$ cat config.mk
export PLATFORM = sky130hd
export DESIGN_NAME = xmodem_loader
export DESIGN_NICKNAME = d
export VERILOG_FILES = /design/src/rtl/xmodem_loader.sv
export SDC_FILE = /design/constraint.sdc
export NUM_CORES = 1
export LEC_CHECK = 0
export ABC_CLOCK_PERIOD_IN_PS = 3650
export BUFFER_PORTS_ARGS = -buffer_cell sky130_fd_sc_hd__buf_4
export CAP_MARGIN = 5
export CORE_MARGIN = 2
export CORE_UTILIZATION = 50
export CTS_CLUSTER_SIZE = 20
export DETAILED_ROUTE_END_ITERATION = 6
export PLACE_DENSITY = 0.79
export SYNTH_ARGS = -nofsm -noshare
export SYNTH_HDL_FRONTEND = slang
export SYNTH_SLANG_ARGS = --single-unit
$ cat constraint.sdc
create_clock -name clk -period 3.65 [get_ports clk]
set_clock_uncertainty 0.2 [all_clocks]
set_input_delay 0.1825 -clock clk [delete_from_list [all_inputs] [get_ports clk]]
set_output_delay 0.1825 -clock clk [all_outputs]
set_load 0.01 [all_outputs]
$ cat src/rtl/xmodem_loader.sv
// XMODEM (checksum variant) receiver that streams 128-byte blocks from a UART
// RX FIFO into instruction memory, packing bytes little-endian into words and
// answering each block with ACK/NAK through the UART TX FIFO.
module xmodem_loader #(
  parameter int NB_UART_DATA    = 8,
  parameter int NB_INSTRUCTION  = 32,
  parameter int IMEM_ADDR_WIDTH = 7,
  parameter int TIMEOUT_CYCLES  = 20000000
) (
  input  logic                       clk,
  input  logic                       i_rst_n,
  input  logic                       i_start,
  input  logic [NB_UART_DATA-1:0]    i_uart_rx_data,
  input  logic                       i_uart_rx_empty,
  output logic                       o_uart_rd,
  output logic                       o_uart_wr,
  output logic [NB_UART_DATA-1:0]    o_uart_wdata,
  output logic                       o_uart_tx_start,
  input  logic                       i_uart_tx_done,
  output logic                       o_imem_we,
  output logic [IMEM_ADDR_WIDTH-1:0] o_imem_addr,
  output logic [NB_INSTRUCTION-1:0]  o_imem_wdata,
  output logic                       o_busy,
  output logic                       o_done,
  output logic                       o_overflow
);

  localparam int BLOCK_BYTES     = 128;
  localparam int BYTES_PER_WORD  = NB_INSTRUCTION / NB_UART_DATA;
  localparam int LANE_W          = $clog2(BYTES_PER_WORD);
  localparam int WORDS_PER_BLOCK = BLOCK_BYTES / BYTES_PER_WORD;
  // One extra bit so an address past the end of IMEM is visible as overflow.
  localparam int ADDR_EXT_W      = IMEM_ADDR_WIDTH + 1;
  localparam int TO_W            = $clog2(TIMEOUT_CYCLES + 1);
  // Only the bytes preceding the last byte of a word need buffering.
  localparam int WB_W            = NB_INSTRUCTION - NB_UART_DATA;

  localparam logic [NB_UART_DATA-1:0] SOH = NB_UART_DATA'(8'h01);
  localparam logic [NB_UART_DATA-1:0] EOT = NB_UART_DATA'(8'h04);
  localparam logic [NB_UART_DATA-1:0] ACK = NB_UART_DATA'(8'h06);
  localparam logic [NB_UART_DATA-1:0] NAK = NB_UART_DATA'(8'h15);

  localparam logic [7:0]            LAST_DATA    = 8'(BLOCK_BYTES - 1);
  localparam logic [TO_W-1:0]       TO_LIMIT     = TO_W'(TIMEOUT_CYCLES);
  localparam logic [ADDR_EXT_W-1:0] BLOCK_STRIDE = ADDR_EXT_W'(WORDS_PER_BLOCK);

  typedef enum logic [3:0] {
    S_IDLE,
    S_WAIT_HDR,
    S_BLK,
    S_BLK_N,
    S_DATA,
    S_CKSUM,
    S_RESP_WR,
    S_RESP_START,
    S_RESP_WAIT
  } state_t;

  state_t state_q, state_d;

  logic                      rd_q;        // popped last cycle: enforces the pop gap
  logic [NB_UART_DATA-1:0]   blk_q;
  logic [NB_UART_DATA-1:0]   blk_n_q;
  logic [7:0]                byte_cnt_q;
  logic [NB_UART_DATA-1:0]   cksum_q;
  logic [WB_W-1:0]           word_buf_q;
  logic [NB_UART_DATA-1:0]   expected_q;
  logic [ADDR_EXT_W-1:0]     base_q;
  logic [TO_W-1:0]           to_cnt_q;
  logic [NB_UART_DATA-1:0]   resp_q;
  logic                      eot_q;

  logic                      rx_state;
  logic                      timed_state;
  logic                      pop;
  logic                      timeout;
  logic                      start_ok;
  logic [NB_UART_DATA-1:0]   blk_sum;
  logic [NB_UART_DATA-1:0]   expected_prev;
  logic                      block_ok;
  logic [ADDR_EXT_W-1:0]     word_addr;
  logic                      word_last;

  logic                      resp_we;
  logic [NB_UART_DATA-1:0]   resp_d;
  logic                      eot_set;
  logic                      advance;

  assign rx_state    = (state_q == S_WAIT_HDR) || (state_q == S_BLK) ||
                       (state_q == S_BLK_N)    || (state_q == S_DATA) ||
                       (state_q == S_CKSUM);
  assign timed_state = (state_q == S_BLK)  || (state_q == S_BLK_N) ||
                       (state_q == S_DATA) || (state_q == S_CKSUM);
  assign pop         = rx_state && !i_uart_rx_empty && !rd_q;
  assign timeout     = timed_state && !pop && (to_cnt_q == TO_LIMIT);
  assign start_ok    = (state_q == S_IDLE) && i_start;

  assign blk_sum       = blk_q + blk_n_q;
  assign expected_prev = expected_q - NB_UART_DATA'(1);
  assign block_ok      = (blk_sum == '1) && (i_uart_rx_data == cksum_q);
  assign word_addr     = base_q + ADDR_EXT_W'(byte_cnt_q >> LANE_W);
  assign word_last     = (byte_cnt_q[LANE_W-1:0] == '1);

  assign o_uart_rd = pop;
  assign o_busy    = (state_q != S_IDLE);

  // State register.
  always_ff @(posedge clk or negedge i_rst_n) begin
    if (!i_rst_n) begin
      state_q <= S_IDLE;
    end else begin
      // NOTE: non-blocking so every register in the design samples pre-edge values.
      state_q <= state_d;
    end
  end

  // Next-state decode plus the response-side strobes.
  always_comb begin
    // NOTE: every output of this block gets a default first, so no latch is inferred.
    state_d         = state_q;
    resp_we         = 1'b0;
    resp_d          = NAK;
    eot_set         = 1'b0;
    advance         = 1'b0;
    o_uart_wr       = 1'b0;
    o_uart_wdata    = '0;
    o_uart_tx_start = 1'b0;
    o_done          = 1'b0;

    unique case (state_q)
      S_IDLE: begin
        if (i_start) state_d = S_WAIT_HDR;
      end
      S_WAIT_HDR: begin
        if (pop) begin
          if (i_uart_rx_data == SOH) begin
            state_d = S_BLK;
          end else if (i_uart_rx_data == EOT) begin
            state_d = S_RESP_WR;
            resp_we = 1'b1;
            resp_d  = ACK;
            eot_set = 1'b1;
          end
        end
      end
      S_BLK: begin
        if (pop) state_d = S_BLK_N;
      end
      S_BLK_N: begin
        if (pop) state_d = S_DATA;
      end
      S_DATA: begin
        if (pop && (byte_cnt_q == LAST_DATA)) state_d = S_CKSUM;
      end
      S_CKSUM: begin
        if (pop) begin
          state_d = S_RESP_WR;
          resp_we = 1'b1;
          if (block_ok && (blk_q == expected_q)) begin
            resp_d  = ACK;
            advance = 1'b1;
          end else if (block_ok && (blk_q == expected_prev)) begin
            // Sender missed our ACK and repeated the block: acknowledge only.
            resp_d = ACK;
          end
        end
      end
      S_RESP_WR: begin
        o_uart_wr    = 1'b1;
        o_uart_wdata = resp_q;
        state_d      = S_RESP_START;
      end
      S_RESP_START: begin
        o_uart_tx_start = 1'b1;
        state_d         = S_RESP_WAIT;
      end
      S_RESP_WAIT: begin
        if (i_uart_tx_done) begin
          if (eot_q) begin
            o_done  = 1'b1;
            state_d = S_IDLE;
          end else begin
            state_d = S_WAIT_HDR;
          end
        end
      end
      default: state_d = S_IDLE;
    endcase

    // A stalled sender inside a block is NAKed; base is left alone.
    if (timeout) begin
      state_d = S_RESP_WR;
      resp_we = 1'b1;
      resp_d  = NAK;
    end
  end

  // Receive datapath: header capture, checksum, word packing and IMEM writes.
  always_ff @(posedge clk or negedge i_rst_n) begin
    if (!i_rst_n) begin
      rd_q         <= 1'b0;
      blk_q        <= '0;
      blk_n_q      <= '0;
      byte_cnt_q   <= '0;
      cksum_q      <= '0;
      word_buf_q   <= '0;
      expected_q   <= '0;
      base_q       <= '0;
      to_cnt_q     <= '0;
      resp_q       <= '0;
      eot_q        <= 1'b0;
      o_imem_we    <= 1'b0;
      o_imem_addr  <= '0;
      o_imem_wdata <= '0;
      o_overflow   <= 1'b0;
    end else begin
      rd_q      <= pop;
      o_imem_we <= 1'b0;

      if (start_ok) begin
        expected_q <= NB_UART_DATA'(1);
        base_q     <= '0;
        o_overflow <= 1'b0;
        eot_q      <= 1'b0;
      end

      if (resp_we) resp_q <= resp_d;
      if (eot_set) eot_q  <= 1'b1;

      // Idle counter runs only inside a block and restarts on each pop.
      if (timed_state && !pop && !timeout) to_cnt_q <= to_cnt_q + TO_W'(1);
      else                                 to_cnt_q <= '0;

      if (pop) begin
        unique case (state_q)
          S_BLK:   blk_q <= i_uart_rx_data;
          S_BLK_N: begin
            blk_n_q    <= i_uart_rx_data;
            byte_cnt_q <= '0;
            cksum_q    <= '0;
          end
          S_DATA: begin
            byte_cnt_q <= byte_cnt_q + 8'd1;
            cksum_q    <= cksum_q + i_uart_rx_data;
            word_buf_q <= {i_uart_rx_data, word_buf_q[WB_W-1:NB_UART_DATA]};
            if (word_last) begin
              if (!word_addr[IMEM_ADDR_WIDTH]) begin
                o_imem_we    <= 1'b1;
                o_imem_addr  <= word_addr[IMEM_ADDR_WIDTH-1:0];
                o_imem_wdata <= {i_uart_rx_data, word_buf_q};
              end else begin
                o_overflow <= 1'b1;
              end
            end
          end
          default: ;
        endcase
      end

      if (advance) begin
        expected_q <= expected_q + NB_UART_DATA'(1);
        // Once past the end of IMEM the base parks there; every write is dropped anyway.
        if (!base_q[IMEM_ADDR_WIDTH]) base_q <= base_q + BLOCK_STRIDE;
      end
    end
  end

endmodule

==> results of run 1 <==
## cell families (layout without fill, tap and decap cells)
| family | count (synthesis) | count (layout) | share of synthesized area, % |
|---|---|---|---|
| DFF | 147 | 147 | 49.87 |
| muxes | 60 | 60 | 9.059 |
| adders and majority gates | 29 | 29 | 5.225 |
| AOI/OAI and AO/OA | 86 | 86 | 7.515 |
| other | 1 | 4 | 0.05084 |
| buffers and inverters | 51 | 132 | 3.410 |
| xor gates and xnor gates | 56 | 56 | 6.650 |
| and+or+nand+nor | 287 | 287 | 18.22 |
## power breakdown
group          internal [mW]  total, mW  switching, mW
Sequential              2.05       2.43          0.377
Clock                  0.960       1.71          0.748
Combinational          0.892       1.97           1.08
Total                   3.90       6.11           2.20
## final cells by class
| type | instances | area (um2) | share of cell area, % |
|---|---|---|---|
| Sequential cell | 147 | 3679 | 42.42 |
| Inverter | 21 | 78.83 | 0.9091 |
| Tap cell | 184 | 230.2 | 2.655 |
| Multi-Input combinational cell | 522 | 3475 | 40.07 |
| Timing Repair Buffer | 79 | 636.9 | 7.345 |
| Clock buffer | 18 | 429.2 | 4.949 |
| Clock inverter | 14 | 142.6 | 1.645 |
## worst min-delay path: stages
cell	delay, ps
buf_4	80
mux2i_1	70
nand2_1	80
o311a_1	180
o22ai_1	80
## worst paths after layout
| kind | from | end | slack (ps) |
|---|---|---|---|
| setup / recovery | byte_cnt_q[3] | o_imem_wdata[26] | 310 |
| hold reg to reg | resp_q[2] | resp_q[2] | 260 |
| max in group asynchronous | i_rst_n | word_buf_q[1] | 2290 |
| hold / removal | i_uart_tx_done | state_q[3] | 90 |
| setup reg to reg | byte_cnt_q[3] | o_imem_wdata[26] | 310 |
| min in group asynchronous | i_rst_n | blk_q[6] | 180 |
## stage by stage
stage / cells / hold slack (ps) / instance area (um2) / worst slack, ps
after floorplan: 720 / -313.1 / 7387 / 757.1
after global placement: 942 / 108.3 / 7985 / 367.4
after detailed placement: 942 / 109.9 / 7985 / 299.5
after CTS: 985 / 78.07 / 8667 / 275.3
after global routing: 985 / 120.2 / 8671 / 108.8
final: 985 / 93.59 / 8671 / 311.1
## registers in the layout, summed over array words and instances, names as in the netlist, 3 cells and up
signal and flops:
base_q 8, blk_n_q 8, blk_q 8, byte_cnt_q 8, cksum_q 8, expected_q 8
o_imem_addr 7, o_imem_wdata 32, resp_q 3, state_q 4, to_cnt_q 25, word_buf_q 24
## metal layers
layer / wire (um) / share of wire, % / vias to the layer above / GRT usage, %
li1: - / - / 2608 / -
met1: 7200 / 45 / 2707 / 27.91
met2: 7745 / 49 / 113 / 34.47
met3: 615 / 3.9 / 30 / 4.750
met4: 398 / 2.5 / 0 / 8.366
met5: 0 / 0 / - / 0
## Yosys cell counts, drive strengths merged, types with 21 or more instances
cell,count,area (um2)
dfrtp,147,3679
nand2,125,469.2
nor2,56,210.2
mux2,54,608.1
o21ai,32,160.2
xnor2,31,271.5
ha,26,325.3
nand3,26,135.1
xor2,25,219.0
inv,21,78.83
## cell usage in the layout, fill, tap and decap left out, drive strengths merged, types with 4 or more instances in the layout
| master | n |
|---|---|
| nor3 | 11 |
| mux2 | 54 |
| dfrtp | 147 |
| and3 | 7 |
| mux2i | 6 |
| inv | 28 |
| nor2 | 56 |
| a31o | 4 |
| dlygate4sd3 | 11 |
| xnor2 | 31 |
| nand4 | 8 |
| o21ai | 32 |
| or4 | 6 |
| buf | 68 |
| nand3 | 26 |
| a21oi | 15 |
| xor2 | 25 |
| conb | 4 |
| clkbuf | 18 |
| nand2 | 125 |
| nor4 | 7 |
| a22o | 4 |
| clkinv | 5 |
| or2 | 5 |
| and2 | 9 |
| or3 | 8 |
| nand2b | 10 |
| a21o | 4 |
| ha | 26 |
## timing repair
action                     CTS  global route
setup buffers                0             0
resized for setup            0             1
hold endpoints to repair   118             0
hold buffers                11             0
setup endpoints to repair    0             2
==> results.py, run 1 <==
metrics = {
    "run_status": {
        "status": "complete, no violations",
    },
    "layout": {
        "n_fill_cell": 1182,
        "finish.utilization_pct": 59.89,
        "syn2layout_area_growth_pct": 17.56,
        "layout-drive-gt1-share_pct": 21.35,
        "diodes": 0,
        "fin_nets": 830,
    },
    "global_routing": {
        "grt_pass1_wl_um": 26950,
        "grt_use_total_pct": 21.25,
        "gr-total-overflow": 0,
        "antenna_found_initial": 0,
        "first_global_vias": 5412,
        "grt_max_degree": 88,
    },
    "timing": {
        "period_share_pct": 91.48,
        "min_period_ps": 3339,
        "slew_viol_final": 0,
        "max-slew-margin-rel_pct": 25.60,
        "hold_viol": 0,
        "tightest_slew_ps": 1113,
        "setup_tns_ps": 0,
        "rsz0062_at_grt": "false",
        "setup_viol": 0,
        "fmax_ghz": 0.2995,
    },
    "logic_synthesis": {
        "ys_seq_elements": 147,
        "mappedNetlistArea_um2": 7376,
        "yosysUniqueCellTypes": 61,
        "seq_area_frac_synth_pct": 49.87,
        "postSynthAreaPerCell_um2": 10.29,
        "yosys_warnings": 0,
        "syn_inst": 717,
        "synth_flop_cell": "dfrtp_1",
        "synth_edf_count": 0,
        "synthArstFlopShare_pct": 100.0,
    },
    "placed_design": {
        "dp_hpwl_um": 10680,
        "place_congestion": 0.8452,
        "io_buffers": 62,
    },
    "detailed_routing": {
        "ant_nets": 0,
        "vias_per_cell": 5.541,
        "wl_per_cell_um": 16.20,
        "drcViolationCount": 0,
        "drt_first_pass_iters": 5,
        "drt_wl_total_um": 15960,
        "dr.first_iter.drc_count": 399,
        "num_vias": 5458,
    },
    "setup_path": {
        "crit_slowest_cell": "nor2_4",
        "crit_chain": "ha_1 -> a21o_1 -> a21oi_1 -> o21ai_0 -> a41oi_1 -> o41ai_1 -> nor2_4 -> mux2_2",
        "crit_cells": 8,
        "critical_path_buf_inv_count": 0,
        "worst_ep_arrival_time_ps": 3450,
        "crit_fanout": 40,
        "worstPathRequired_ps": 3760,
        "startpoint_type": "flip-flop",
        "path_class": "flip-flop to flip-flop",
        "slowest_delay_ps": 850,
        "ff2ff_path_depth": 8,
        "crit_family": "compound AO/OA/AOI/OAI gates",
        "cp-end-kind": "flip-flop",
    },
    "clock_network": {
        "cts_buffer_depth": 2,
        "cts_tree": "built",
        "clock-sinks": 147,
        "clk_latency_ps": 430,
        "cts_htree_levels": 4,
        "ctsRootBufferMaster": "clkbuf_16",
        "cts_buffers": 17,
        "path_clk_slew_ps": 60,
    },
    "power_and_ir_drop": {
        "totalPowerFinal_mw": 6.105,
        "irDropWorstVdd_mv": 0.5969,
        "power_density_nw_per_um2": 704.1,
        "p_leak_nw": 4.129,
    },
    "floorplanning": {
        "dieArea_um2": 15740,
        "coreArea_um2": 14480,
        "ios": 67,
        "start_util_pct": 50.94,
        "rows": 44,
        "die_y_um": 125.5,
        "die_w_um": 125.5,
    },
    "worst_hold_path": {
        "hp-class": "input port to flip-flop",
        "hold_depth": 5,
    },
    "job": {
        "maxCapViolations": 0,
    },
}
Note: power is estimated with default switching activity, not from simulation.
==> inputs of run 2 (changes only) <==
CORE_UTILIZATION = 44   (was 50)
PLACE_DENSITY = 0.72   (was 0.79)
==> run 2 against run 1 <==
Compared with the run above:
- combinational power about the same
- die area increased by 13%
- flip-flop and latch count unchanged
- worst hold slack improved by 1.4 ps
- non-clock buffer count increased by 5
- design area increased by 0.78%
- sequential share of layout area decreased by 0.33 points
- global-route usage decreased by 2.5 points
- wire length decreased by 2.1%
- via count decreased by 1.5%
- sequential power about the same
- count of clock-buffer cells in the layout increased by 1
- critical path type unchanged
- largest power group unchanged
- highest routed layer unchanged
==> results.py, run 2 (synthesized netlist as in run 1, its figures left out) <==
metrics = {
    "global_routing": {
        "grt_use_total_pct": 18.71,
        "first_global_vias": 5402,
        "antenna_found_initial": 0,
        "grt_pass1_wl_um": 26610,
        "grt_max_degree": 79,
        "gr-total-overflow": 0,
    },
    "placed_design": {
        "dp_hpwl_um": 10840,
        "dpl_cell_area_um2": 8055,
        "place_congestion": 0.9560,
        "io_buffers": 62,
    },
    "layout": {
        "largest_reg_flops": 32,
        "fin_area_um2": 8738,
        "reg_top3": "o_imem_wdata (32), to_cnt_q (25), word_buf_q (24)",
        "top_register": "o_imem_wdata",
        "layout-drive-gt1-share_pct": 21.71,
        "layout_commonest_cell": "dfrtp_1",
        "diodes": 0,
        "layout_common_cells": "147 x dfrtp_1, 125 x nand2_1, 72 x buf_4",
        "fin_nets": 835,
        "syn2layout_area_growth_pct": 18.47,
    },
    "detailed_routing": {
        "dr.first_iter.drc_count": 349,
        "ant_nets": 0,
        "drt_wl_total_um": 15630,
        "drt_first_pass_iters": 4,
        "drcViolationCount": 0,
        "wl_per_cell_um": 15.23,
        "vias_per_cell": 5.239,
        "num_vias": 5375,
    },
    "setup_path": {
        "crit_family": "simple AND/OR/NAND/NOR gates",
        "crit_chain": "ha_1 -> inv_1 -> fa_1 -> xnor2_1 -> o2111ai_1 -> a2111oi_0 -> nand4_1 -> or4_4 -> nor2_1 -> mux2i_1",
        "startpoint_type": "flip-flop",
        "worstPathRequired_ps": 3790,
        "slowest_delay_ps": 560,
        "critical_path_buf_inv_count": 1,
        "crit_fanout": 18,
        "path_class": "flip-flop to flip-flop",
        "crit_slowest_cell": "or4_4",
        "worst_ep_arrival_time_ps": 3350,
        "cp-end-kind": "flip-flop",
    },
    "clock_network": {
        "clock-sinks": 147,
        "path_clk_slew_ps": 60,
        "clk_latency_ps": 430,
        "cts_tree": "built",
        "ctsRootBufferMaster": "clkbuf_16",
        "cts_htree_levels": 4,
        "cts_buffers": 17,
        "cts_buffer_depth": 2,
    },
    "timing": {
        "rsz0062_at_grt": "false",
        "slew_viol_final": 0,
        "max-slew-margin-rel_pct": 37.27,
        "fmax_ghz": 0.3120,
        "tightest_slew_ps": 937.5,
        "hold_viol": 0,
        "period_share_pct": 87.82,
        "setup_tns_ps": 0,
        "setup_viol": 0,
        "min_period_ps": 3205,
    },
    "floorplanning": {
        "die_y_um": 133.5,
        "die_w_um": 133.5,
        "ios": 67,
        "start_util_pct": 44.79,
        "coreArea_um2": 16470,
        "dieArea_um2": 17810,
        "rows": 47,
    },
    "worst_hold_path": {
        "hp-class": "input port to flip-flop",
    },
    "job": {
        "maxCapViolations": 0,
    },
    "power_and_ir_drop": {
        "irDropWorstVdd_mv": 0.3948,
        "p_leak_nw": 4.139,
        "power_density_nw_per_um2": 693.5,
    },
    "run_status": {
        "status": "complete, no violations",
    },
}
==> run 2: cell count changes in the layout (fill, tap and decap cells not counted), sizes merged <==
| cell | previous run | this run |
|---|---|---|
| clkinv | 5 | 1 |
| clkinvlp | 1 | 3 |
| buf | 68 | 73 |
| clkbuf | 18 | 19 |
| inv | 28 | 29 |
==> run 2: worst reg2reg max path: cells and delay by family (launching register included) <==
kind / cells / cell delay [ps]
buffers and inverters: 1 / 70
DFF: 1 / 390
xor gates and xnor gates: 1 / 170
AOI/OAI and AO/OA: 2 / 550
and+or+nand+nor: 3 / 960
adders and majority gates: 2 / 590
muxes: 1 / 200
==> run 2: final cells by class <==
class	count	area [um2]
fill	1486	7727
sequential	147	3679
multi-input combinational	522	3475
timing repair buffer	84	661.9
clock buffer	19	432.9
tap	220	275.3
clock inverter	13	136.4
inverter	21	78.83
==> run 2: timing repair <==
item	4_1_cts	5_1_grt
endpoints found under the setup margin	0	1
hold buffers	11	0
buffers inserted	0	0
endpoints found under the hold margin	108	0
gates resized for setup	0	1
==> run 2: metrics by stage <==
step	utilization (%)	cells	setup slack, ps	hold WS [ps]	total power [mW]
CTS	53.05	1026	237.0	63.45	6.108
finish	53.07	1026	444.7	95.00	6.060
floorplan	-	720	757.1	-313.1	3.743
global route	53.07	1026	232.5	129.4	6.471
global placement	48.92	983	381.1	66.47	4.324
detailed placement	48.92	983	245.1	76.09	4.367
==> run 2: where the power goes <==
part           internal (mW)  switching [mW]
Sequential              2.05           0.362
Combinational          0.892            1.06
Clock                  0.960           0.738
Total                   3.90            2.16
==> run 2: worst paths after layout <==
path,slack [ps],end,depth (start not counted),from
max,440,base_q[5],10,blk_q[0]
min,90,state_q[3],5,i_uart_tx_done
max reg2reg,440,base_q[5],10,blk_q[0]
min reg2reg,270,resp_q[2],1,resp_q[2]
max in group asynchronous,2240,o_imem_wdata[1],3,i_rst_n
min in group asynchronous,140,eot_q,2,i_rst_n
==> run 2: routing by layer <==
layer  vias to the layer above  GRT usage, %  part of all wire (%)
met5                         -             0                     0
met4                         0         6.678                   1.7
met3                        16         4.033                   3.1
met2                       100         30.33                    49
met1                      2642         24.94                    46
li1                       2617             -                     -
==> inputs of run 3 (changes only) <==
ABC_CLOCK_PERIOD_IN_PS = 2700   (was 3650)
CTS_BUF_LIST = sky130_fd_sc_hd__clkbuf_4   (was not set)
PLACE_DENSITY = 0.74   (was 0.72)
clock period = 2.7 ns   (was 3.65 ns; I/O delays follow)
==> run 3 against run 2 <==
Compared with the run above:
- the run now ends with setup timing left
- combinational power rose by 70%
- global-route usage rose by 1.2 points
- sequential power rose by 31%
- worst hold slack improved by 40 ps
- cell count rose by 6.1%
- sequential share of layout area fell by 2.2 points
- critical path type unchanged
==> results.py, run 3 (synthesized netlist as in run 1, its figures left out) <==
metrics = {
    "power_and_ir_drop": {
        "seqPwrFrac_pct": 40.1,
        "irDropWorstVdd_mv": 0.5613,
        "swShare_pct": 38.02,
        "clkPwrFrac_pct": 17.6,
        "p_sw_mw": 2.978,
        "combinationalPowerShare_pct": 42.2,
        "power_density_nw_per_um2": 850.6,
        "p_int_mw": 4.856,
        "p_leak_nw": 4.386,
    },
    "setup_path": {
        "crit_fanout": 5,
        "worst_ep_arrival_time_ps": 3280,
        "ff2ff_path_depth": 11,
        "worstPathRequired_ps": 2990,
        "crit_cells": 11,
        "startpoint_type": "flip-flop",
        "crit_chain": "ha_2 -> inv_2 -> fa_2 -> nor3_2 -> nand2_1 -> a2111oi_4 -> nand4_1 -> or4_4 -> buf_8 -> mux2_1 -> o21ai_0",
        "path_class": "flip-flop to flip-flop",
        "critical_path_buf_inv_count": 2,
        "crit_family": "simple AND/OR/NAND/NOR gates",
        "cp-end-kind": "flip-flop",
        "crit_slowest_cell": "or4_4",
        "slowest_delay_ps": 480,
    },
    "global_routing": {
        "first_global_vias": 5665,
        "grt_use_total_pct": 19.91,
        "grt_max_degree": 49,
        "gr-total-overflow": 0,
        "grt_pass1_wl_um": 28270,
        "antenna_found_initial": 1,
    },
    "layout": {
        "layout_common_cells": "147 x dfrtp_1, 125 x nand2_1, 119 x buf_4",
        "fin_area_um2": 9210,
        "finish.utilization_pct": 55.93,
        "n_fill_cell": 1414,
        "reg_top3": "o_imem_wdata (32), to_cnt_q (25), word_buf_q (24)",
        "fin_nets": 897,
        "largest_reg_flops": 32,
        "syn2layout_area_growth_pct": 24.87,
        "layout-drive-gt1-share_pct": 29.26,
        "top_register": "o_imem_wdata",
        "layout_commonest_cell": "dfrtp_1",
    },
    "detailed_routing": {
        "vias_per_cell": 5.207,
        "drt_first_pass_iters": 4,
        "drcViolationCount": 0,
        "ant_nets": 0,
        "wl_per_cell_um": 15.56,
        "drt_wl_total_um": 16940,
        "num_vias": 5670,
        "dr.first_iter.drc_count": 364,
    },
    "placed_design": {
        "dpl_cell_area_um2": 8482,
        "dp_hpwl_um": 11600,
        "place_congestion": 0.9079,
        "io_buffers": 62,
        "pre_cts_ws_ps": -347.9,
    },
    "job": {
        "maxCapViolations": 0,
    },
    "floorplanning": {
        "ios": 67,
        "dieArea_um2": 17810,
        "die_y_um": 133.5,
        "die_w_um": 133.5,
        "rows": 47,
        "start_util_pct": 44.79,
        "coreArea_um2": 16470,
    },
    "timing": {
        "fmax_ghz": 0.3346,
        "hold_viol": 0,
        "fin_ws_ps": -288.5,
        "max-slew-margin-rel_pct": 35.58,
        "period_share_pct": 110.7,
        "min_period_ps": 2989,
        "setup_viol": 12,
        "slew_viol_final": 0,
        "setup_tns_ps": -2681,
        "rsz0062_at_grt": "true",
        "tightest_slew_ps": 962.7,
    },
    "clock_network": {
        "cts_buffers": 17,
        "cts_htree_levels": 4,
        "clk_latency_ps": 580,
        "cts_tree": "built",
        "path_clk_slew_ps": 130,
        "clock-sinks": 147,
        "cts_buffer_depth": 2,
        "ctsRootBufferMaster": "clkbuf_4",
    },
    "worst_hold_path": {
        "hold_depth": 3,
        "hp-class": "input port to flip-flop",
    },
    "run_status": {
        "violations": "setup timing",
        "status": "finished with violations",
    },
}
-- run 3: changes by cell type in the layout (fill, tap and decap cells not counted), moves of 4 or more --
cell | before | now
a21oi_1 | 15 | 11
o21ai_0 | 32 | 27
o21ai_1 | 0 | 4
a21oi_2 | 0 | 4
clkbuf_4 | 0 | 18
clkbuf_16 | 17 | 2
buf_4 | 72 | 119
buf_12 | 0 | 6
-- run 3: final cells by class --
type / instances / area, um2 / share of cell area, %
inverters: 21 / 78.83 / 0.8559
clock buffers: 18 / 135.1 / 1.467
multi-input cells: 522 / 3602 / 39.11
clock inverters: 14 / 140.1 / 1.522
flip-flops and latches: 147 / 3679 / 39.94
repair buffers: 146 / 1297 / 14.09
diodes: 1 / 2.502 / 0.02717
well taps: 220 / 275.3 / 2.989
-- run 3: worst reg2reg max path: cells and delay by family, from the launching register on --
kind	cells	cell delay [ps]
AO/OA/AOI/OAI	2	360
AND/OR/NAND/NOR	4	830
buffers and inverters	2	210
adder cells (fa/ha/maj)	2	620
multiplexers	1	300
flip-flops	1	410
-- run 3: worst paths after layout --
kind	startpoint	slack, ps	endpoint
min in group asynchronous	i_rst_n	440	o_imem_wdata[21]
min	i_start	130	base_q[1]
min reg2reg	word_buf_q[5]	280	word_buf_q[5]
max	blk_q[0]	-290	expected_q[2]
max reg2reg	blk_q[0]	-290	expected_q[2]
max in group asynchronous	i_rst_n	1510	to_cnt_q[11]
-- run 3: through the flow --
step                std cells  hold slack [ps]  power, mW
finish                   1089            134.9      7.834
detailed placement       1031           -88.26      6.354
CTS                      1086            89.22      7.831
floorplan                 720           -360.6      5.074
global placement         1031           -84.06      6.260
global route             1089            97.10      8.395
-- run 3: timing repair --
item                       CTS  global route
pin swaps                   11             7
hold endpoints to repair   214             0
setup buffers                9             2
gates cloned                 2             2
setup endpoints to repair   56            53
hold buffers                14             0
gates resized for setup     28             5
-- run 3: power groups by stage --
| stage | sequential [mW] | combinational [mW] | clock [mW] |
|---|---|---|---|
| 6_report | 3.15 | 3.31 | 1.38 |
| 5_1_grt | 3.22 | 3.66 | 1.51 |
| 4_1_cts | 3.14 | 3.26 | 1.42 |
| 3_5_place_dp | 3.19 | 3.17 | 0 |
| 3_3_place_gp | 3.17 | 3.09 | 0 |
| 2_1_floorplan | 3.18 | 1.89 | 0 |
-- run 3: layer usage --
| metal | share of wire, % | vias up | global-route usage (%) | routed length, um |
|---|---|---|---|---|
| met5 | 0 | - | 0 | 0 |
| met4 | 2.2 | 0 | 6.324 | 367 |
| met3 | 3.5 | 25 | 4.148 | 591 |
| met2 | 48 | 107 | 31.99 | 8212 |
| met1 | 46 | 2784 | 27.21 | 7769 |
| li1 | - | 2754 | - | - |
